## config.mk

```make
export PLATFORM = sky130hd
export DESIGN_NAME = seg_capture_flat
export DESIGN_NICKNAME = d
export VERILOG_FILES = /design/src/rtl/seg_capture_if.sv /design/src/rtl/seg_capture.sv /design/src/flat_wrapper.sv
export SDC_FILE = /design/constraint.sdc
export NUM_CORES = 1
export LEC_CHECK = 0
export CORE_UTILIZATION = 35
export DETAILED_ROUTE_END_ITERATION = 10
export PLACE_DENSITY = 0.65
export SLEW_MARGIN = 20
export SYNTH_ARGS = -nofsm -noshare
export SYNTH_HDL_FRONTEND = slang
export SYNTH_SLANG_ARGS = --single-unit
```

## constraint.sdc

```tcl
create_clock -name clk -period 11.4 [get_ports clk]
set_clock_uncertainty 0.05 [all_clocks]
set_input_delay 1.14 -clock clk [delete_from_list [all_inputs] [get_ports clk]]
set_output_delay 1.14 -clock clk [all_outputs]
set_load 0.005 [all_outputs]
```

## src/rtl/seg_capture_if.sv

```systemverilog
`default_nettype none
// ============================================================================
// Module   : seg_capture_if
// Brief    : Segment-input / decoded-word handshake bundle for seg_capture.
// Revision : 1.0
// ============================================================================
interface seg_capture_if;
    logic [7:0]  seg0;
    logic [7:0]  seg1;
    logic [7:0]  seg2;
    logic [7:0]  seg3;
    logic [7:0]  seg4;
    logic [7:0]  seg5;
    logic [7:0]  seg6;
    logic [7:0]  seg7;
    logic [31:0] data;
    logic        valid;
    logic        ready;
    logic        err;
    logic [7:0]  err_mask;
    logic        overrun;

    modport master (
        input  seg0, seg1, seg2, seg3, seg4, seg5, seg6, seg7, ready,
        output data, valid, err, err_mask, overrun
    );

    modport slave (
        output seg0, seg1, seg2, seg3, seg4, seg5, seg6, seg7, ready,
        input  data, valid, err, err_mask, overrun
    );
endinterface
`default_nettype wire

```

## src/rtl/seg_capture.sv

```systemverilog
`default_nettype none
// ============================================================================
// Module   : seg_capture
// Brief    : Debounces eight 7-segment digit patterns and delivers decoded
//            32-bit words through a two-deep valid/ready buffer.
// Revision : 1.0
// ============================================================================
module seg_capture #(
    parameter int unsigned STABLE_CYCLES = 4
) (
    input  wire logic      clk,
    input  wire logic      rst,
    seg_capture_if.master  bus
);

    localparam logic [7:0] c_CNT_MAX  = 8'(STABLE_CYCLES);
    localparam logic [7:0] c_CNT_LAST = 8'(STABLE_CYCLES - 1);

    // Returns {undecodable, nibble}; the dp bit is forced high before lookup.
    function automatic logic [4:0] f_decode(input logic [7:0] s);
        logic [4:0] v;
        case ({s[7:1], 1'b1})
            8'h03:   v = 5'h00;
            8'h9F:   v = 5'h01;
            8'h25:   v = 5'h02;
            8'h0D:   v = 5'h03;
            8'h99:   v = 5'h04;
            8'h49:   v = 5'h05;
            8'h41:   v = 5'h06;
            8'h1F:   v = 5'h07;
            8'h01:   v = 5'h08;
            8'h09:   v = 5'h09;
            8'h11:   v = 5'h0A;
            8'hC1:   v = 5'h0B;
            8'h63:   v = 5'h0C;
            8'h85:   v = 5'h0D;
            8'h61:   v = 5'h0E;
            8'h71:   v = 5'h0F;
            default: v = 5'h10;
        endcase
        return v;
    endfunction

    logic [63:0] w_sample;
    logic [31:0] w_word;
    logic [7:0]  w_mask;
    logic        w_cap;
    logic        w_push;
    logic        w_xfer;

    logic [63:0] r_in_q;
    logic [7:0]  r_cnt;
    logic [31:0] r_out;
    logic        r_out_v;
    logic [31:0] r_pend;
    logic        r_pend_v;
    logic [31:0] r_last;
    logic        r_have;
    logic        r_err;
    logic [7:0]  r_mask;
    logic        r_ovr;

    assign w_sample = {bus.seg7, bus.seg6, bus.seg5, bus.seg4,
                       bus.seg3, bus.seg2, bus.seg1, bus.seg0};

    for (genvar i = 0; i < 8; i++) begin : g_dec
        logic [4:0] w_dec;
        assign w_dec              = f_decode(r_in_q[8*i +: 8]);
        assign w_word[4*i +: 4]   = w_dec[3:0];
        assign w_mask[i]          = w_dec[4];
    end

    // The capture edge is the one that saturates the counter, so a long hold
    // produces exactly one event.
    assign w_cap  = (w_sample == r_in_q) && (r_cnt == c_CNT_LAST);
    assign w_push = w_cap && (w_mask == 8'h00) && (!r_have || (w_word != r_last));
    assign w_xfer = r_out_v && bus.ready;

    always_ff @(posedge clk) begin
        if (rst) begin
            r_in_q   <= '1;
            r_cnt    <= 8'h00;
            r_out    <= 32'h0;
            r_out_v  <= 1'b0;
            r_pend   <= 32'h0;
            r_pend_v <= 1'b0;
            r_last   <= 32'h0;
            r_have   <= 1'b0;
            r_err    <= 1'b0;
            r_mask   <= 8'h00;
            r_ovr    <= 1'b0;
        end else begin
            r_in_q <= w_sample;
            if (w_sample != r_in_q) begin
                r_cnt <= 8'h00;
            end else if (r_cnt < c_CNT_MAX) begin
                r_cnt <= r_cnt + 8'h01;
            end

            r_err <= w_cap && (w_mask != 8'h00);
            if (w_cap) begin
                if (w_mask != 8'h00) begin
                    r_mask <= w_mask;
                end else begin
                    r_mask <= 8'h00;
                    r_last <= w_word;
                    r_have <= 1'b1;
                end
            end

            if (w_push) begin
                if (!r_out_v) begin
                    r_out   <= w_word;
                    r_out_v <= 1'b1;
                end else if (w_xfer) begin
                    if (r_pend_v) begin
                        r_out  <= r_pend;
                        r_pend <= w_word;
                    end else begin
                        r_out  <= w_word;
                    end
                end else begin
                    // Pending slot already occupied means its word is lost.
                    r_pend   <= w_word;
                    r_pend_v <= 1'b1;
                    if (r_pend_v) begin
                        r_ovr <= 1'b1;
                    end
                end
            end else if (w_xfer) begin
                if (r_pend_v) begin
                    r_out    <= r_pend;
                    r_pend_v <= 1'b0;
                end else begin
                    r_out_v  <= 1'b0;
                end
            end
        end
    end

    assign bus.data     = r_out;
    assign bus.valid    = r_out_v;
    assign bus.err      = r_err;
    assign bus.err_mask = r_mask;
    assign bus.overrun  = r_ovr;

endmodule
`default_nettype wire

```

## src/flat_wrapper.sv

```systemverilog
// flat-port wrapper written by rule: the top's interface ports become plain ports
module seg_capture_flat 
#(
    parameter int unsigned STABLE_CYCLES = 4
)
  (clk, rst, bus_seg0, bus_seg1, bus_seg2, bus_seg3, bus_seg4, bus_seg5, bus_seg6, bus_seg7, bus_ready, bus_data, bus_valid, bus_err, bus_err_mask, bus_overrun);
  seg_capture_if bus_i ();
  input  wire logic clk;
  input  wire logic rst;
  input wire logic [$bits(bus_i.seg0)-1:0] bus_seg0;
  input wire logic [$bits(bus_i.seg1)-1:0] bus_seg1;
  input wire logic [$bits(bus_i.seg2)-1:0] bus_seg2;
  input wire logic [$bits(bus_i.seg3)-1:0] bus_seg3;
  input wire logic [$bits(bus_i.seg4)-1:0] bus_seg4;
  input wire logic [$bits(bus_i.seg5)-1:0] bus_seg5;
  input wire logic [$bits(bus_i.seg6)-1:0] bus_seg6;
  input wire logic [$bits(bus_i.seg7)-1:0] bus_seg7;
  input wire logic [$bits(bus_i.ready)-1:0] bus_ready;
  output wire logic [$bits(bus_i.data)-1:0] bus_data;
  output wire logic [$bits(bus_i.valid)-1:0] bus_valid;
  output wire logic [$bits(bus_i.err)-1:0] bus_err;
  output wire logic [$bits(bus_i.err_mask)-1:0] bus_err_mask;
  output wire logic [$bits(bus_i.overrun)-1:0] bus_overrun;
  assign bus_i.seg0 = bus_seg0;
  assign bus_i.seg1 = bus_seg1;
  assign bus_i.seg2 = bus_seg2;
  assign bus_i.seg3 = bus_seg3;
  assign bus_i.seg4 = bus_seg4;
  assign bus_i.seg5 = bus_seg5;
  assign bus_i.seg6 = bus_seg6;
  assign bus_i.seg7 = bus_seg7;
  assign bus_i.ready = bus_ready;
  assign bus_data = bus_i.data;
  assign bus_valid = bus_i.valid;
  assign bus_err = bus_i.err;
  assign bus_err_mask = bus_i.err_mask;
  assign bus_overrun = bus_i.overrun;
  seg_capture #(.STABLE_CYCLES(STABLE_CYCLES)) u_core (.clk(clk), .rst(rst), .bus(bus_i));
endmodule
```

==> results of run 1 <==
==> synthesized netlist by cell type, drive strengths merged, types with 8 or more instances <==
| cell | n |
|---|---|
| nand3b | 12 |
| and4b | 8 |
| buf | 38 |
| and3 | 10 |
| nand2 | 50 |
| clkbuf | 67 |
| nand3 | 41 |
| and2 | 11 |
| nand4 | 20 |
| a21oi | 57 |
| nor4b | 15 |
| a211oi | 19 |
| xor2 | 48 |
| o2bb2ai | 31 |
| a32oi | 9 |
| dfxtp | 181 |
| xnor2 | 48 |
| and4 | 8 |
| nor3b | 28 |
| nor4bb | 12 |
| nor4 | 26 |
| nor2 | 107 |
| nor3 | 45 |
| or2 | 70 |
| a31o | 16 |
| nor2b | 21 |
| nand2b | 13 |
| o21ai | 39 |
| inv | 20 |
| mux2i | 53 |
| and3b | 11 |
| or3 | 8 |
| a31oi | 9 |
==> cell families (layout without fill, tap and decap cells) <==
family          Yosys count  in the layout  share of synthesized area (%)
compound gates          250            250                           16.9
buf+inv                 126            171                           4.92
xor+xnor                 96             96                           7.92
fa+ha+maj                 1              1                          0.118
simple gates            548            548                           30.6
mux                      56             56                           5.32
flops                   181            181                           34.2
==> worst max path at each step <==
stage               slack, ns                  end  depth (start not counted)              from
floorplan                7.71    u_core.r_pend[29]                         12  u_core.r_in_q[4]
global placement         6.14   u_core.bus.data[4]                         12       bus_seg6[7]
detailed placement       6.07  u_core.bus.data[29]                         12       bus_seg6[7]
CTS                      6.54   u_core.bus.data[4]                         12       bus_seg6[7]
global route             6.21    u_core.r_pend[18]                         10  u_core.r_in_q[6]
finish                   6.47   u_core.bus.data[4]                         12       bus_seg4[1]
==> layout make-up <==
class                      instances  area (um^2)
sequential                       181         3620
inverter                          21         78.8
tap                              390          488
clock inverter                    14          135
timing repair buffer             119         1170
multi-input combinational        951         6480
fill                            2855        17300
clock buffer                      17          425
==> tightest hold or removal path, delay by kind of cell, from the launching register on <==
family	cells	cell delay (ns)
AO/OA/AOI/OAI	1	0.05
AND/OR/NAND/NOR	1	0.05
flip-flops	1	0.31
==> power groups by stage <==
stage / sequential [mW] / clock, mW / combinational (mW)
after floorplan: 0.666 / 0 / 0.104
after global placement: 0.698 / 0 / 0.128
after detailed placement: 0.698 / 0 / 0.129
after CTS: 0.683 / 0.585 / 0.130
after global routing: 0.688 / 0.609 / 0.141
final: 0.685 / 0.575 / 0.130
==> metal layers <==
| metal | global-route usage (%) | up-vias | part of all wire, % |
|---|---|---|---|
| met5 | 0 | - | 0.042 |
| met3 | 3.29 | 37 | 5.3 |
| li1 | - | 4660 | - |
| met2 | 31.3 | 251 | 45 |
| met4 | 7.28 | 2 | 2.6 |
| met1 | 26.9 | 4492 | 47 |
==> stage by stage <==
stage / setup slack, ns / utilization (%) / cell area, um^2 / power [mW] / std cells
finish: 6.47 / 41.7 / 12400 / 1.39 / 1693
global route: 6.21 / 41.7 / 12400 / 1.44 / 1693
CTS: 6.54 / 41.7 / 12400 / 1.40 / 1693
detailed placement: 6.07 / 39.8 / 11800 / 0.827 / 1662
global placement: 6.14 / 39.8 / 11800 / 0.826 / 1661
floorplan: 7.71 / - / 10600 / 0.769 / 1258
==> cell usage in the layout (no fill, tap or decap), drive strengths merged, types with 9 or more instances in the layout <==
master         instances
nand2b                13
nor4bb                12
or2                   70
inv                   29
nor4b                 15
nor2b                 21
and3                  10
o2bb2ai               31
nand2                 50
clkdlybuf4s50        108
a31o                  16
a21oi                 57
a32oi                  9
nor3                  45
a31oi                  9
dfxtp                181
nand4                 20
nand3                 41
xnor2                 48
buf                   11
nor3b                 28
o21ai                 39
a211oi                19
nor2                 107
nand3b                12
and3b                 11
xor2                  48
mux2i                 53
clkbuf                17
and2                  11
nor4                  26
==> flip-flops by register name (all words and copies together) (netlist names) <==
signal               flops
u_core.r_in_q           64
u_core.bus.data         32
u_core.r_last           32
u_core.r_pend           32
u_core.bus.err_mask      8
u_core.r_cnt             8
u_core.bus.err           1
u_core.bus.overrun       1
u_core.bus.valid         1
u_core.r_have            1
u_core.r_pend_v          1
==> impl_metrics.toml, run 1 <==
[drt]
routed_wl_um = 30700
firstDrtPassIters = 5
initialDrtViolationCount = 989
postRouteAntennaNets = 0
drc = 0
wl_per_cell_um = 18.1
num_vias = 9442
viasPerCell = 5.58

[power]
intPower_mw = 1.00
vdd_drop_max_v = 0.0000712
clockPowerShare_pct = 41.4
p_per_area_nw_per_um2 = 112
seq_power_share_pct = 49.3
combinationalPowerShare_pct = 9.4
p_leak_nw = 4.34
swShare_pct = 27.9
p_switching_mw = 0.388

[floorplan]
die_area_um2 = 31000
row_count = 63
initial_core_util_pct = 35.7
coreArea_um2 = 29700
die_w_um = 176
dieHeight_um = 176
ios = 110

[yosys]
synthArstFlopShare_pct = 0
synthesis.nets = 1326
yosys-top-cells-area = "dfxtp_1, mux2i_1, or2_2"
yosys_warnings = 0
yosys_register_bits = 181
synth_flop_cell = "dfxtp_1"
seq_area_frac_synth_pct = 34.2
synth_edf_count = 0
syn_area_per_cell_um2 = 8.43
syn_area_um2 = 10600
syn_inst = 1258
yosysUniqueCellTypes = 86
synth.top_cell.area_share_pct = 34.2
synth_largest_area_cell = "dfxtp_1"

[critical_path]
cp.buffers_inverters = 2
crit_path_max_incr_delay_ns = 0.66
start_kind = "primary input"
cp_cell_sequence = "clkdlybuf4s50_1 > xor2_1 > nor4_1 > nand4_1 > nor4_1 > and4b_1 > nand4bb_1 > nand2b_1 > a21oi_2 > buf_4 > mux2_2 > o2bb2ai_1"
cp_slowest_cell = "and4b_1"
crit_required_ns = 11.72
cp.arrival_ns = 5.25
critical_path_class = "in2reg"
crit_family = "simple AND/OR/NAND/NOR gates"
r2r-start = "u_core.r_in_q[7]"
worstPathMaxFanout = 21
crit_top_cell = "nor4_1"
reg2regPathDepth = 10
timing.reg2reg.setup_slack_ns = 6.60
crit-reg2reg-capture = "u_core.r_pend[18]"
worst_setup_path_end_kind = "flop"

[sta]
grt_setup_unrepaired = "no"
worst_slew_pin_slew_ns = 0.971
maxSlewHeadroom_pct = 35.1
fin_setup_tns_ns = 0
finalSetupViolations = 0
max_freq_mhz = 203
hold_violations = 0
fin_crit_sh_pct = 43.2
min_period_ns = 4.93
holdWs_ns = 0.409
slew_violations = 0

[clock_tree]
cts_root_buffer = "clkbuf_16"
clkTransAtPathRegs_ns = 0.08
cts_tree = "done"
cts_hold_buf = 0
ctsResizeCount = 0
cts-buffers-inserted = 17
cts.sinks = 181
clock_latency_ns = 0.43
clock_path_buffers = 2
htree_levels = 4
cts_setup_buffers = 0

[status]
status = "finished, final reports clean"

[worst_hold_path]
min_path_cells = 2
worstHoldStart = "u_core.r_pend[19]"
worstHoldPathType = "reg2reg"
holdPathEnd = "u_core.r_pend[19]"

[global_route]
grt_max_degree = 93
grt_pass1_vias = 8640
track_usage_pct = 19.8
grt_pass1_wl_um = 48000
antenna_found_initial = 2
grt-ovfl-total = 0

[placed_design]
gp_congestion = 0.875
port_buffers = 109
dp_hpwl_um = 22500

[cells_and_area]
area_delta_synth_final_pct = 16.9
drive_gt1_share_pct = 10.4
nets = 1359
antenna_cells = 0

[job]
maxCapViolCount = 0
Note: power is estimated with default switching activity, not from simulation.
==> run 2, diff against run 1 <==
==> constraint.sdc (replaced) <==
create_clock -name clk -period 5 [get_ports clk]
set_clock_uncertainty 0.05 [all_clocks]
set_input_delay 0.5 -clock clk [delete_from_list [all_inputs] [get_ports clk]]
set_output_delay 0.5 -clock clk [all_outputs]
set_load 0.005 [all_outputs]
==> run 2 against run 1 <==
  * Die area did not move
  * Wire length rose by 2.1%
  * Utilization rose by 0.35 points
  * Combinational power rose by 130%
==> impl_metrics.toml, run 2 (synthesis gave the netlist of run 1 again) <==
[critical_path]
crit_path_max_incr_delay_ns = 0.77
timing.reg2reg.setup_slack_ns = 0.53
crit-reg2reg-capture = "u_core.r_pend[3]"
crit_required_ns = 5.28
reg2regPathDepth = 11
worst_setup_path_end_kind = "flop"
r2r-start = "u_core.r_in_q[28]"
critical_path_class = "reg2reg"
cp_cell_sequence = "nor3b_1 > a32oi_1 > nand4_1 > xnor2_1 > or4b_1 > or4b_4 > a2111oi_4 > a211o_2 > buf_12 > nor3b_1 > a31o_1"
crit_top_cell = "nor3b_1"
crit_family = "simple AND/OR/NAND/NOR gates"
start_kind = "flop"
cp-endpoint = "u_core.r_pend[3]"
startpoint = "u_core.r_in_q[28]"
cp_slowest_cell = "dfxtp_1"
cp.arrival_ns = 4.74
critical_path_depth = 11
cp.buffers_inverters = 1
worstPathMaxFanout = 54

[drt]
viasPerCell = 5.56
firstDrtPassIters = 5
routed_wl_um = 31300
num_vias = 9459
initialDrtViolationCount = 971
drc = 0
wl_per_cell_um = 18.4
postRouteAntennaNets = 0

[cells_and_area]
fillers = 2933
mostFrequentLayoutCells = "dfxtp_1, clkdlybuf4s50_1, nor2_1, or2_2, a21oi_1"
area_delta_synth_final_pct = 17.8
nets = 1367
largest_reg_flops = 64
top_register = "u_core.r_in_q"
drive_gt1_share_pct = 11.0
antenna_cells = 0
mostFrequentLayoutCell = "dfxtp_1"

[sta]
holdWs_ns = 0.407
fin_setup_tns_ns = 0
hold_violations = 0
min_period_ns = 4.47
fin_crit_sh_pct = 89.3
setup_slack_ns = 0.535
worst_slew_pin_slew_ns = 1.07
maxSlewHeadroom_pct = 27.9
finalSetupViolations = 0
slew_violations = 0
grt_setup_unrepaired = "no"
max_freq_mhz = 224

[power]
vdd_drop_max_v = 0.000218
p_leak_nw = 4.39
swShare_pct = 26.3
combinationalPowerShare_pct = 9.2
clockPowerShare_pct = 42.8
seq_power_share_pct = 48.0
intPower_mw = 2.39
p_per_area_nw_per_um2 = 260
p_switching_mw = 0.856

[clock_tree]
ctsResizeCount = 0
cts.sinks = 181
cts_root_buffer = "clkbuf_16"
cts_hold_buf = 0
clock_path_buffers = 2
cts-buffers-inserted = 17
htree_levels = 4
clkTransAtPathRegs_ns = 0.07
clock_latency_ns = 0.44
cts_setup_buffers = 0
cts_tree = "done"

[placed_design]
gp_congestion = 0.861
port_buffers = 109
dp_hpwl_um = 22900
pre_cts_ws_ns = 0.677

[floorplan]
dieHeight_um = 176
initial_core_util_pct = 35.7
row_count = 63
die_w_um = 176
ios = 110
coreArea_um2 = 29700
die_area_um2 = 31000

[global_route]
grt_pass1_wl_um = 48600
grt_max_degree = 77
antenna_found_initial = 0
grt-ovfl-total = 0
track_usage_pct = 20.1
grt_pass1_vias = 8568

[worst_hold_path]
worstHoldPathType = "reg2reg"
worstHoldStart = "u_core.r_cnt[7]"

[status]
status = "finished, final reports clean"

[job]
maxCapViolCount = 0
## run 2: area by class of cell
cell class	instances	area [um^2]	share of cell area, %
timing repair buffer	127	1240	9.89
tap	390	488	3.90
clock buffer	19	453	3.62
sequential	181	3620	29.0
multi-input combinational	951	6480	51.8
clock inverter	12	145	1.16
inverter	21	78.8	0.630
## run 2: worst min-delay path by stage
stage | to | slack (ns) | depth (start not counted)
after floorplan | u_core.r_cnt[7] | 0.37 | 1
after global placement | u_core.r_cnt[7] | 0.38 | 1
after detailed placement | u_core.r_cnt[7] | 0.39 | 1
after CTS | u_core.r_pend[15] | 0.41 | 2
after global routing | u_core.bus.data[10] | 0.43 | 1
final | u_core.r_cnt[7] | 0.41 | 1
## run 2: power by group through the flow
stage | Clock, mW | Combinational, mW | Sequential, mW
after CTS | 1.41 | 0.300 | 1.56
after global placement | 0 | 0.297 | 1.59
after global routing | 1.48 | 0.324 | 1.57
after floorplan | 0 | 0.236 | 1.52
after detailed placement | 0 | 0.298 | 1.59
final | 1.39 | 0.299 | 1.56
## run 2: metal layers
metal  up-vias  part of all wire, %  track usage, %
li1       4680                    -               -
met1      4493                   47            28.0
met2       259                   47            32.4
met3        27                  4.4            2.50
met4         0                  1.6            5.62
met5         -                    0               0
## run 2: metrics by stage
stage	total power, mW	area, um^2	cells	util, %
after detailed placement	1.89	11900	1670	40.1
after floorplan	1.75	10600	1258	-
final	3.25	12500	1701	42.1
after global placement	1.89	11900	1670	40.1
after CTS	3.27	12500	1701	42.1
after global routing	3.37	12500	1701	42.1
==> run 3, diff against run 2 <==
--- a/config.mk
+++ b/config.mk
@@ -8,6 +8,7 @@
 export CORE_UTILIZATION = 35
 export DETAILED_ROUTE_END_ITERATION = 10
 export PLACE_DENSITY = 0.65
+export RECOVER_POWER = 25
 export SLEW_MARGIN = 20
 export SYNTH_ARGS = -nofsm -noshare
 export SYNTH_HDL_FRONTEND = slang
==> constraint.sdc (replaced) <==
create_clock -name clk -period 5 [get_ports clk]
set_clock_uncertainty 0.05 [all_clocks]
set_input_delay 0.5 -clock clk [delete_from_list [all_inputs] [get_ports clk]]
set_output_delay 0.5 -clock clk [all_outputs]
set_load 0.01 [all_outputs]
==> run 3 against run 2 <==
  * The run now ends with max-capacitance violations, max-slew violations left
  * Maximum frequency down 2.1%
  * Flip-flop and latch count unchanged
  * Combinational power about the same
  * Via count up 0.15%
  * Count of clock-buffer cells in the layout unchanged
  * Worst hold slack about the same
  * Non-clock buffer count unchanged
  * Worst setup slack worse by 0.096 ns
  * Utilization about the same
  * Final area about the same
  * Total power about the same
  * Wire length about the same
  * Highest routed layer unchanged
==> impl_metrics.toml, run 3 (synthesis gave the netlist of run 1 again) <==
[placed_design]
dp_hpwl_um = 22900
pre_cts_ws_ns = 0.677
post-place-cells = 1670
placed_area_um2 = 11900
port_buffers = 109
gp_congestion = 0.861

[worst_hold_path]
worstHoldPathType = "reg2reg"

[floorplan]
dieHeight_um = 176
die_w_um = 176
initial_core_util_pct = 35.7
coreArea_um2 = 29700
row_count = 63
die_area_um2 = 31000
ios = 110

[drt]
viasPerCell = 5.57
num_vias = 9473
firstDrtPassIters = 5
wl_per_cell_um = 18.4
initialDrtViolationCount = 971
drc = 0
routed_wl_um = 31300
postRouteAntennaNets = 0

[global_route]
grt-ovfl-total = 0
grt_max_degree = 77
antenna_found_initial = 0
grt_pass1_vias = 8568
track_usage_pct = 20.1
grt_pass1_wl_um = 48600

[critical_path]
timing.reg2reg.setup_slack_ns = 0.44
worst_setup_path_end_kind = "flop"
crit_required_ns = 5.28
worstPathMaxFanout = 54
critical_path_class = "reg2reg"
cp.arrival_ns = 4.84
start_kind = "flop"

[clock_tree]
clock_latency_ns = 0.44
clock_path_buffers = 2
clkTransAtPathRegs_ns = 0.07
htree_levels = 4
cts.sinks = 181
cts_tree = "done"
cts_hold_buf = 0
cts-buffers-inserted = 17
cts_setup_buffers = 0
cts_root_buffer = "clkbuf_16"
ctsResizeCount = 0

[power]
p_per_area_nw_per_um2 = 260
vdd_drop_max_v = 0.000218
total_power_mw = 3.25
p_leak_nw = 4.39

[sta]
worst_slew_pin_slew_ns = 3.21
fin_setup_tns_ns = 0
maxSlewHeadroom_pct = -114
slew_violations = 77
setup_slack_ns = 0.438
finalSetupViolations = 0
fin_crit_sh_pct = 91.2
min_period_ns = 4.56
hold_violations = 0
holdWs_ns = 0.407
grt_setup_unrepaired = "no"
max_freq_mhz = 219

[cells_and_area]
area_delta_synth_final_pct = 17.8
finalCoreUtilization_pct = 42.1
nets = 1367
largest_reg_flops = 64
top_register = "u_core.r_in_q"
antenna_cells = 0
final_cell_count_no_fill = 1701
final_area_um2 = 12500
drive_gt1_share_pct = 10.9
mostFrequentLayoutCells = "dfxtp_1, clkdlybuf4s50_1, nor2_1, or2_2, a21oi_1"
fillers = 2933
mostFrequentLayoutCell = "dfxtp_1"

[status]
violations = "max-capacitance violations, max-slew violations"
status = "finished, violations left"

[job]
maxCapViolCount = 1
==> run 3: cell types whose count changed in the layout (fill, tap and decap cells not counted), sizes merged <==
| cell | delta |
|---|---|
| buf | -2 |
| clkbuf | +2 |
==> run 3: layer usage <==
layer,track usage [%],share of wire [%],up-vias,wire length (um)
met4,5.62,1.6,0,513
met5,0,0,-,0
met3,2.50,4.4,31,1360
met2,32.4,47,261,14600
met1,28.0,47,4500,14800
li1,-,-,4681,-
==> run 3: area by class of cell <==
type	instances	area (um^2)	share of cell area (%)
multi-input cells	951	6480	51.8
clock inverters	12	145	1.16
repair buffers	127	1230	9.84
flip-flops and latches	181	3620	29.0
well taps	390	488	3.90
inverters	21	78.8	0.631
clock buffers	19	453	3.62
==> run 3: path summary, 6_finish.rpt <==
| kind | start | endpoint | cells after the start |
|---|---|---|---|
| max | u_core.r_in_q[28] | u_core.r_pend[3] | 11 |
| min reg2reg | u_core.r_cnt[7] | u_core.r_cnt[7] | 1 |
| max reg2reg | u_core.r_in_q[28] | u_core.r_pend[3] | 11 |
| min | u_core.r_cnt[7] | u_core.r_cnt[7] | 1 |
==> run 3: report_power, final <==
| part | internal (mW) | leakage (nW) | switching (mW) |
|---|---|---|---|
| sequential | 1.47 | 1.48 | 0.0926 |
| combinational | 0.156 | 2.63 | 0.145 |
| clock | 0.771 | 0.287 | 0.619 |
==> run 3: worst max-delay path: stages, from the launching register on <==
cell       delay (ns)
dfxtp_1          0.76
nor3b_1          0.17
a32oi_1          0.29
nand4_1          0.41
xnor2_1          0.35
or4b_1           0.46
or4b_4           0.50
a2111oi_4        0.49
a211o_2          0.28
buf_12           0.25
nor3b_1          0.09
a31o_1           0.33
